[src/rtl/icache_pkg.sv]
// Shared types and constants for the direct-mapped instruction cache.
package icache_pkg;

  typedef enum logic [1:0] {
    IDLE,
    FETCH,
    GAP,
    RESPOND
  } icache_state_t;

  localparam logic [1:0] WRITE_SIZE_NONE = 2'b00;

endpackage

[src/rtl/icache_data_array.sv]
// Line data storage for the instruction cache: one synchronous write port and
// one combinational read port. Contents are never reset.
module icache_data_array #(
  parameter int BITSIZE = 32,
  parameter int DEPTH   = 64,
  parameter int AW      = $clog2(DEPTH)
) (
  input  logic               clk,
  input  logic               we,
  input  logic [AW-1:0]      waddr,
  input  logic [BITSIZE-1:0] wdata,
  input  logic [AW-1:0]      raddr,
  output logic [BITSIZE-1:0] rdata
);

  logic [BITSIZE-1:0] mem_reg [DEPTH];

  always_ff @(posedge clk) begin
    if (we) mem_reg[waddr] <= wdata;
  end

  assign rdata = mem_reg[raddr];

endmodule

[src/rtl/icache.sv]
// Direct-mapped, read-only instruction cache refilling whole lines word by word.
// Define ICACHE_PERF_EN to add hit/miss performance counters.
module icache
  import icache_pkg::*;
#(
  parameter int BITSIZE    = 32,
  parameter int N_LINES    = 16,
  parameter int LINE_WORDS = 4
) (
  input  logic               clk,
  input  logic               resetn_i,
  input  logic               core_req_i,
  input  logic [31:0]        core_addr_i,
  input  logic               flush_i,
  output logic [BITSIZE-1:0] core_data_o,
  output logic               core_valid_o,
  output logic [31:0]        mem_address_o,
  output logic               mem_read_o,
  output logic               mem_write_o,
  output logic [1:0]         mem_write_size_o,
  input  logic [BITSIZE-1:0] mem_data_i,
  input  logic               mem_done_i
`ifdef ICACHE_PERF_EN
  ,
  output logic [31:0]        hit_cnt_o,
  output logic [31:0]        miss_cnt_o
`endif
);

  localparam int OFF_W = $clog2(LINE_WORDS);
  localparam int IDX_W = $clog2(N_LINES);
  localparam int TAG_W = 30 - OFF_W - IDX_W;
  localparam logic [OFF_W-1:0] LAST_WORD = OFF_W'(LINE_WORDS - 1);

  icache_state_t      state_reg, state_next;
  logic [OFF_W-1:0]   cnt_reg;
  logic [31:2]        addr_reg;
  logic [BITSIZE-1:0] resp_reg;
  logic [N_LINES-1:0] valid_reg;
  logic [TAG_W-1:0]   tag_reg [N_LINES];
  logic               flush_pend_reg;

  logic [OFF_W-1:0]   req_off, cur_off;
  logic [IDX_W-1:0]   req_idx, cur_idx;
  logic [TAG_W-1:0]   req_tag, cur_tag;
  logic               hit;
  logic [BITSIZE-1:0] rd_data;
  logic               unused_addr_bits;

  assign req_off = core_addr_i[OFF_W+1:2];
  assign req_idx = core_addr_i[OFF_W+IDX_W+1:OFF_W+2];
  assign req_tag = core_addr_i[31:OFF_W+IDX_W+2];
  assign cur_off = addr_reg[OFF_W+1:2];
  assign cur_idx = addr_reg[OFF_W+IDX_W+1:OFF_W+2];
  assign cur_tag = addr_reg[31:OFF_W+IDX_W+2];
  assign unused_addr_bits = ^core_addr_i[1:0];

  assign hit = valid_reg[req_idx] && (tag_reg[req_idx] == req_tag);

  assign mem_write_o      = 1'b0;
  assign mem_write_size_o = WRITE_SIZE_NONE;

  icache_data_array #(
    .BITSIZE (BITSIZE),
    .DEPTH   (N_LINES * LINE_WORDS)
  ) u_data (
    .clk   (clk),
    .we    ((state_reg == FETCH) && mem_done_i),
    .waddr ({cur_idx, cnt_reg}),
    .wdata (mem_data_i),
    .raddr ({req_idx, req_off}),
    .rdata (rd_data)
  );

  always_ff @(posedge clk or negedge resetn_i) begin
    if (!resetn_i) begin
      state_reg      <= IDLE;
      cnt_reg        <= '0;
      addr_reg       <= '0;
      resp_reg       <= '0;
      valid_reg      <= '0;
      flush_pend_reg <= 1'b0;
    end else begin
      state_reg <= state_next;
      if (flush_i && (state_reg != IDLE)) flush_pend_reg <= 1'b1;
      case (state_reg)
        IDLE: begin
          if (flush_i) begin
            valid_reg <= '0;
          end else if (core_req_i) begin
            addr_reg <= core_addr_i[31:2];
            cnt_reg  <= '0;
            if (hit) resp_reg <= rd_data;
          end
        end
        FETCH: begin
          // Capture the requested word as it streams past the refill.
          if (mem_done_i && (cnt_reg == cur_off)) resp_reg <= mem_data_i;
        end
        GAP: begin
          cnt_reg <= cnt_reg + 1'b1;
          if (cnt_reg == LAST_WORD) valid_reg[cur_idx] <= 1'b1;
        end
        RESPOND: begin
          // A flush seen during the refill also kills the line just filled.
          if (flush_i || flush_pend_reg) valid_reg <= '0;
          flush_pend_reg <= 1'b0;
        end
        default: ;
      endcase
    end
  end

  always_ff @(posedge clk) begin
    if ((state_reg == GAP) && (cnt_reg == LAST_WORD)) tag_reg[cur_idx] <= cur_tag;
  end

  always_comb begin
    state_next    = state_reg;
    mem_read_o    = 1'b0;
    mem_address_o = '0;
    core_valid_o  = 1'b0;
    core_data_o   = '0;
    case (state_reg)
      IDLE: begin
        if (core_req_i && !flush_i) state_next = hit ? RESPOND : FETCH;
      end
      FETCH: begin
        mem_read_o    = 1'b1;
        mem_address_o = {cur_tag, cur_idx, cnt_reg, 2'b00};
        if (mem_done_i) state_next = GAP;
      end
      GAP: begin
        state_next = (cnt_reg == LAST_WORD) ? RESPOND : FETCH;
      end
      RESPOND: begin
        core_valid_o = 1'b1;
        core_data_o  = resp_reg;
        state_next   = IDLE;
      end
      default: state_next = IDLE;
    endcase
  end

`ifdef ICACHE_PERF_EN
  always_ff @(posedge clk or negedge resetn_i) begin
    if (!resetn_i) begin
      hit_cnt_o  <= '0;
      miss_cnt_o <= '0;
    end else if ((state_reg == IDLE) && core_req_i && !flush_i) begin
      if (hit) hit_cnt_o <= hit_cnt_o + 1'b1;
      else     miss_cnt_o <= miss_cnt_o + 1'b1;
    end
  end
`endif

endmodule

[config.mk]
export PLATFORM = sky130hd
export DESIGN_NAME = icache
export DESIGN_NICKNAME = d
export VERILOG_FILES = /design/src/rtl/icache_pkg.sv /design/src/rtl/icache_data_array.sv /design/src/rtl/icache.sv
export SDC_FILE = /design/constraint.sdc
export NUM_CORES = 2
export LEC_CHECK = 0
export CAP_MARGIN = 10
export CORE_MARGIN = 4
export CORE_UTILIZATION = 50
export DETAILED_ROUTE_END_ITERATION = 8
export GPL_TIMING_DRIVEN = 0
export PLACE_DENSITY_LB_ADDON = 0.1
export SLEW_MARGIN = 0
export SYNTH_ARGS = -nofsm -noshare
export SYNTH_HDL_FRONTEND = slang
export SYNTH_HIERARCHICAL = 1
export SYNTH_SLANG_ARGS = --single-unit
[constraint.sdc]
create_clock -name clk -period 4.23 [get_ports clk]
set_input_delay 0.423 -clock clk [delete_from_list [all_inputs] [get_ports clk]]
set_output_delay 0.423 -clock clk [all_outputs]
set_load 0.02 [all_outputs]
Word-level counts from Yosys, hierarchy flattened. Memories as Yosys holds them, arrays and structs flattened. Cells that the tools add are included.

Add/subtract/negate cells: 1. Div/mod/pow operators: 0. Multipliers: 0. Shift-type cells: 0. Mux-type cells: 31. Reductions and logical operators: 20. $lt $le $gt $ge: 3. Eq/ne operators: 15. Bitwise logic cells: 2.

Operator list (number): 32-bit 2-to-1 mux (6); 32-bit one-hot mux with 2 select lines (1); 16-bit 2-to-1 mux (3); 16-bit one-hot mux with 3 select lines (1); 24-bit == test (1); 2-bit inequality test, second input constant (8); 16-bit bitwise OR (1); 2-bit 2-to-1 mux (6); 4-bit by 5-bit < comparator with 1-bit output, second input constant (2); 1-bit 2-to-1 mux (10); 2-bit one-hot mux with 4 select lines (1); 2-bit nonzero test (4); 1-bit logical AND (7); 2-bit == test, second input constant (3); 3-bit AND reduction (2); 5-bit AND reduction (1); 1-bit binary-select mux with 4-bit select (1); 1-bit demux with 4-bit select (1); 4-bit by 1-bit >= comparator with 1-bit output, second input constant (1); 2-bit one-hot mux with 2 select lines (1); 4-bit AND reduction (1); 3-bit nonzero test (1); 2-bit by 1-bit adder with 2-bit output, second input constant (1); 2-bit by 1-bit == test with 1-bit output, second input constant (1); 7 further kinds (7).

Register bits: 83. Output and inout bits: 69. Bits in writable memories: 2432. Input port bits: 69. Memories: 2. Word-level logic and storage cells: 80. ROM bits: 0. Latch bits: 0.

Memory list: u_data.mem_reg (depth 64, width 32, read ports 1, clocked after Yosys merged registers in 0, wr ports 1, RTL line icache_data_array.sv:16) `logic [BITSIZE-1:0] mem_reg [DEPTH];`; tag_reg (depth 16, width 24, read ports 1, clocked after Yosys merged registers in 0, wr ports 1, RTL line icache.sv:40) `logic [TAG_W-1:0] tag_reg [N_LINES];`.

Longest topological paths before layout.
Word-level depth: 7. Depth in mapped cells: 15. Depth with buffers taken out: 10.

Modules after synthesis. The synthesis kept the hierarchy.

By module, submodules not included: icache_data_array (cells each 3292, sequential area each 61499.0 um2, area each 77874.7 um2, instances 1); icache (cells each 1236, sequential area each 13608.1 um2, area each 20185.6 um2, instances 1).

Worst setup path before layout. No wires, ideal clock.

Path kind: reg-to-reg. Start: reg state_reg[0]. End: mem u_data.mem_reg[48][0] (enable). Path slack: 0.321 ns. Buffers on the path: 0. Setup time: 0.461 ns. Arrival: 3.448 ns. Period minus slack after synthesis: 3.909 ns. Required time: 3.769 ns. Cell stages (with the launch flop): 6. Cells stage by stage: dfrtp_1 > nor2b_1 > and2_0 > nor2b_1 > nand4b_1 > nor3_1.

Word-level cells in the longest chain between the ends: 4.

Ends and longest elaborated chain: from (decl) (RTL line icache.sv:35) `icache_state_t state_reg, state_next;`; from (signal assigned) (RTL line icache.sv:84) `state_reg <= state_next;`; 2-bit by 1-bit == test with 1-bit output (RTL line icache.sv:68) `.we ((state_reg == FETCH) && mem_done_i),`; 1-bit logical AND (RTL line icache.sv:68); 1-bit 2-to-1 mux (RTL line icache_data_array.sv:19) `if (we) mem_reg[waddr] <= wdata;`; 1-bit 2-to-1 mux (not written as such) (RTL line icache_data_array.sv:19); to (decl) (RTL line icache_data_array.sv:16).

No other way between the ends.

Worst setup path in the final report.
Start: in core_addr_i[7]. End: reg resp_reg[13].

Word-level cells in the longest chain between the ends: 5. Elaborated cells between the ends (all ways): 12. Classes of those cells: 2 x eq/ne; 6 x mux; 2 x reduce/logical; 2 x memory.

Ends and longest elaborated chain: from (decl) (RTL line icache.sv:13) `input logic [31:0] core_addr_i,`; memory 64 x 32 bit; named net rd_data[13] (RTL line icache.sv:47) `logic [BITSIZE-1:0] rd_data;`; 32-bit 2-to-1 mux (RTL line icache.sv:93) `if (hit) resp_reg <= rd_data;`; 32-bit 2-to-1 mux (RTL line icache.sv:90) `end else if (core_req_i) begin`; 32-bit 2-to-1 mux (RTL line icache.sv:88) `if (flush_i) begin`; 32-bit one-hot mux with 2 select lines (RTL line icache.sv:86) `case (state_reg)`; to (signal assigned) (RTL line icache.sv:93); to (signal assigned) (RTL line icache.sv:98) `if (mem_done_i && (cnt_reg == cur_off)) resp_reg <= mem_data_i;`; to (decl) (RTL line icache.sv:38) `logic [BITSIZE-1:0] resp_reg;`.

The timed path passes the listed nets, and every way through them passes these cells. The select of a mux whose other input is x is not followed. A chain may end at the register's enable or synchronous reset.

==> metrics.yaml <==
outcome:
  status: "complete, but fails checks"
  violations: "setup timing"
synthesis:
  synth-seq-cells: 2515
  synth_cells: 4528
  avgSynthCellArea_sq_um: 21.7
  synth_cell_type_count: 61
  synth_largest_area_cell: "edfxtp_1"
  yosys.area.top_type_share_pct: 74.5
  synth_edf_count: 2432
  yosys-top-cells-area: "edfxtp_1 (74%), mux4_2 (15%), dfrtp_1 (2.1%)"
  yosysSeqAreaShare_pct: 76.6
  synth_ff_type: "edfxtp_1"
  syn_area_sq_mm: 0.0981
  yosysWarningCount: 6
  async_flop_share_pct: 3.30
finish:
  n_fill_cell: 14200
  multi_input_comb_area_sq_mm: 0.0223
  drive_gt1_share_pct: 28.0
  finish.instance_area_sq_mm: 0.115
  layout.area.seq_sq_mm: 0.0751
  area_growth_pct: 17.3
  fin_cells: 7943
  nets: 5190
  largest_reg_flops: 2048
worst_setup_path:
  cp_max_fo: 10
  path_delay_family: "buffers and inverters"
  end_kind: "flop"
  crit_chain: "clkdlybuf4s50_1, clkbuf_1, nand2_1, clkdlybuf4s15_1, o221ai_1, a21oi_1, a21oi_1, nor2_1, mux2i_1, nor2_1, a22o_1, a31oi_1, nand3_1"
  arrival_ps: 5200
  critical_path_buf_inv_count: 3
  slowest_delay_ps: 1110
  required_ps: 5050
  slowest_stage: "a21oi_1"
  crit_type: "input port to flop"
  start_kind: "input port"
die:
  dieArea_sq_mm: 0.203
  die_width_um: 451
  num_rows: 162
  start_util_pct: 50.3
  die_h_um: 451
  fp.coreArea_sq_mm: 0.195
  ios: 138
worst_hold_path:
  hp-class: "input port to flop"
drt:
  num_vias: 52400
  wirelength_um: 308000
  viasPerCell: 6.59
  first_iter_violations: 7279
  drcViolationCount: 0
  wl_per_cell_um: 38.8
  first_pass_iters: 5
  postRouteAntennaNets: 0
power:
  p_int_w: 0.0437
  ir_drop_v: 0.000385
  leakage_nw: 36.8
  pwr-share-seq_pct: 50.3
  swShare_pct: 24.2
  p_sw_w: 0.0140
  clkPwrFrac_pct: 39.4
  power_density_mw_per_mm2: 502
  comb_power_share_pct: 10.3
timing:
  report.final.slew_viol_count: 0
  finalCriticalPeriod_ps: 4380
  setup_viol: 3
  fin_skew_ps: 51.2
  tightest_slew_ps: 1400
  timing.fmax_ghz: 0.228
  tns_ps: -197
  hold_viol_final: 0
  slew_headroom_pct: 6.43
  fin_crit_sh_pct: 103
  rsz0062_at_grt: "no"
  worst_slack_ps: -147
clock_network:
  clock_latency_ps: 930
  h-tree-depth: 5
  clk_pin_slew_ps: 60
  clock_path_buffers: 4
  cts_tree: "built"
  cts_buffers: 280
  cts_sinks: 2515
  root_buffer: "clkbuf_16"
placed_design:
  io_buffer_count: 129
  place_area_sq_mm: 0.106
  dp_hpwl_um: 206000
  place_congestion: 0.856
  dp.cells: 7438
global_routing:
  grt_pass1_wl_um: 421000
  grt_overflow_total: 0
  grt_usage_pct: 30.2
  grt_max_degree: 66
  antenna_found_initial: 15
  first_global_vias: 51100
flow_run:
  maxCapViolations: 0
## power groups by stage
stage | Sequential [W] | Clock, W | Combinational (W)
global route | 0.0291 | 0.0241 | 0.00615
global placement | 0.0296 | 0 | 0.00539
CTS | 0.0290 | 0.0230 | 0.00588
finish | 0.0290 | 0.0228 | 0.00594
detailed placement | 0.0296 | 0 | 0.00581
floorplan | 0.0293 | 0 | 0.00298
## cell usage after synthesis (23+ instances only)
library cell and n:
a21oi_1 77, a22o_1 35, a31oi_1 41, and2_1 35, and3_1 38, buf_1 28
buf_2 75, buf_4 34, clkbuf_1 116, dfrtp_1 83, edfxtp_1 2432, mux2_2 31
mux2i_1 194, mux4_2 632, nand2_1 40, nand3_1 107, nor2_1 208, nor2b_1 23
o221ai_1 28, o22ai_1 84
## timing repair
| item | CTS | global route |
|---|---|---|
| setup endpoints to repair | 64 | 39 |
| endpoints found under the hold margin | 350 | 0 |
| hold buffers | 18 | 0 |
| setup buffers | 5 | 0 |
| gates resized for setup | 67 | 25 |
## layout by cell type (no fill, tap or decap), drive strengths merged, types with 40 or more instances in the layout
cell type / n
clkinv: 77
mux4: 632
mux2i: 194
nor2: 208
o22ai: 84
buf: 338
a21oi: 77
clkbuf: 495
a31oi: 41
clkdlybuf4s50: 94
nand3: 107
dfrtp: 83
edfxtp: 2432
nand2: 40
## worst reg2reg max path, cell delays in order (launching register included)
cell and delay, ps:
dfrtp_1 430, nor2b_1 190, and2_0 510, nor2b_1 320
nand3_1 590, nor2_4 1090, buf_12 300
## cells by family after synthesis
logic type      share of synthesized area, %
flops                                   76.6
buf+inv                                 1.44
simple gates                            2.52
mux                                     16.9
fa+ha+maj                             0.0128
compound gates                          2.24
other cells                          0.00382
xor+xnor                               0.330
## path summary, 6_finish.rpt
check / from / to / slack, ps / cells after the start
worst max-delay path: core_addr_i[7] / resp_reg[13] / -150 / 13
worst min-delay path: mem_data_i[12] / u_data/mem_reg[32][12] / 60 / 1
worst max register to register: state_reg[0] / u_data/mem_reg[22][15] / 440 / 6
worst min register to register: valid_reg[12] / valid_reg[12] / 500 / 2
max in group asynchronous: resetn_i / resp_reg[27] / 3400 / 3
min in group asynchronous: resetn_i / addr_reg[22] / 80 / 2
## layout make-up
cell class	instances	area share, %
flip-flops and latches	2515	65.3
well taps	2624	2.85
inverters	5	0.0163
multi-input cells	1739	19.4
diodes	11	0.0239
clock buffers	374	6.63
repair buffers	306	3.82
plain buffers	273	1.31
clock inverters	96	0.660
## stage by stage
step	total power, W	hold WS [ps]	setup slack (ps)	util [%]
finish	0.0577	62.7	-147	59.0
global route	0.0594	32.2	0.362	59.0
CTS	0.0580	0.872	8.24	58.9
detailed placement	0.0354	481	-1970	54.4
global placement	0.0350	474	-3850	52.6
floorplan	0.0323	127	321	-
## metal layers
layer | vias up | wire [um] | track usage [%]
met5 | - | 32 | 0
met4 | 4 | 18000 | 14.9
met3 | 656 | 27500 | 5.58
met2 | 3064 | 145000 | 47.0
met1 | 28400 | 118000 | 41.8
li1 | 20300 | - | -
No activity file was read; power rests on OpenSTA's default activity.
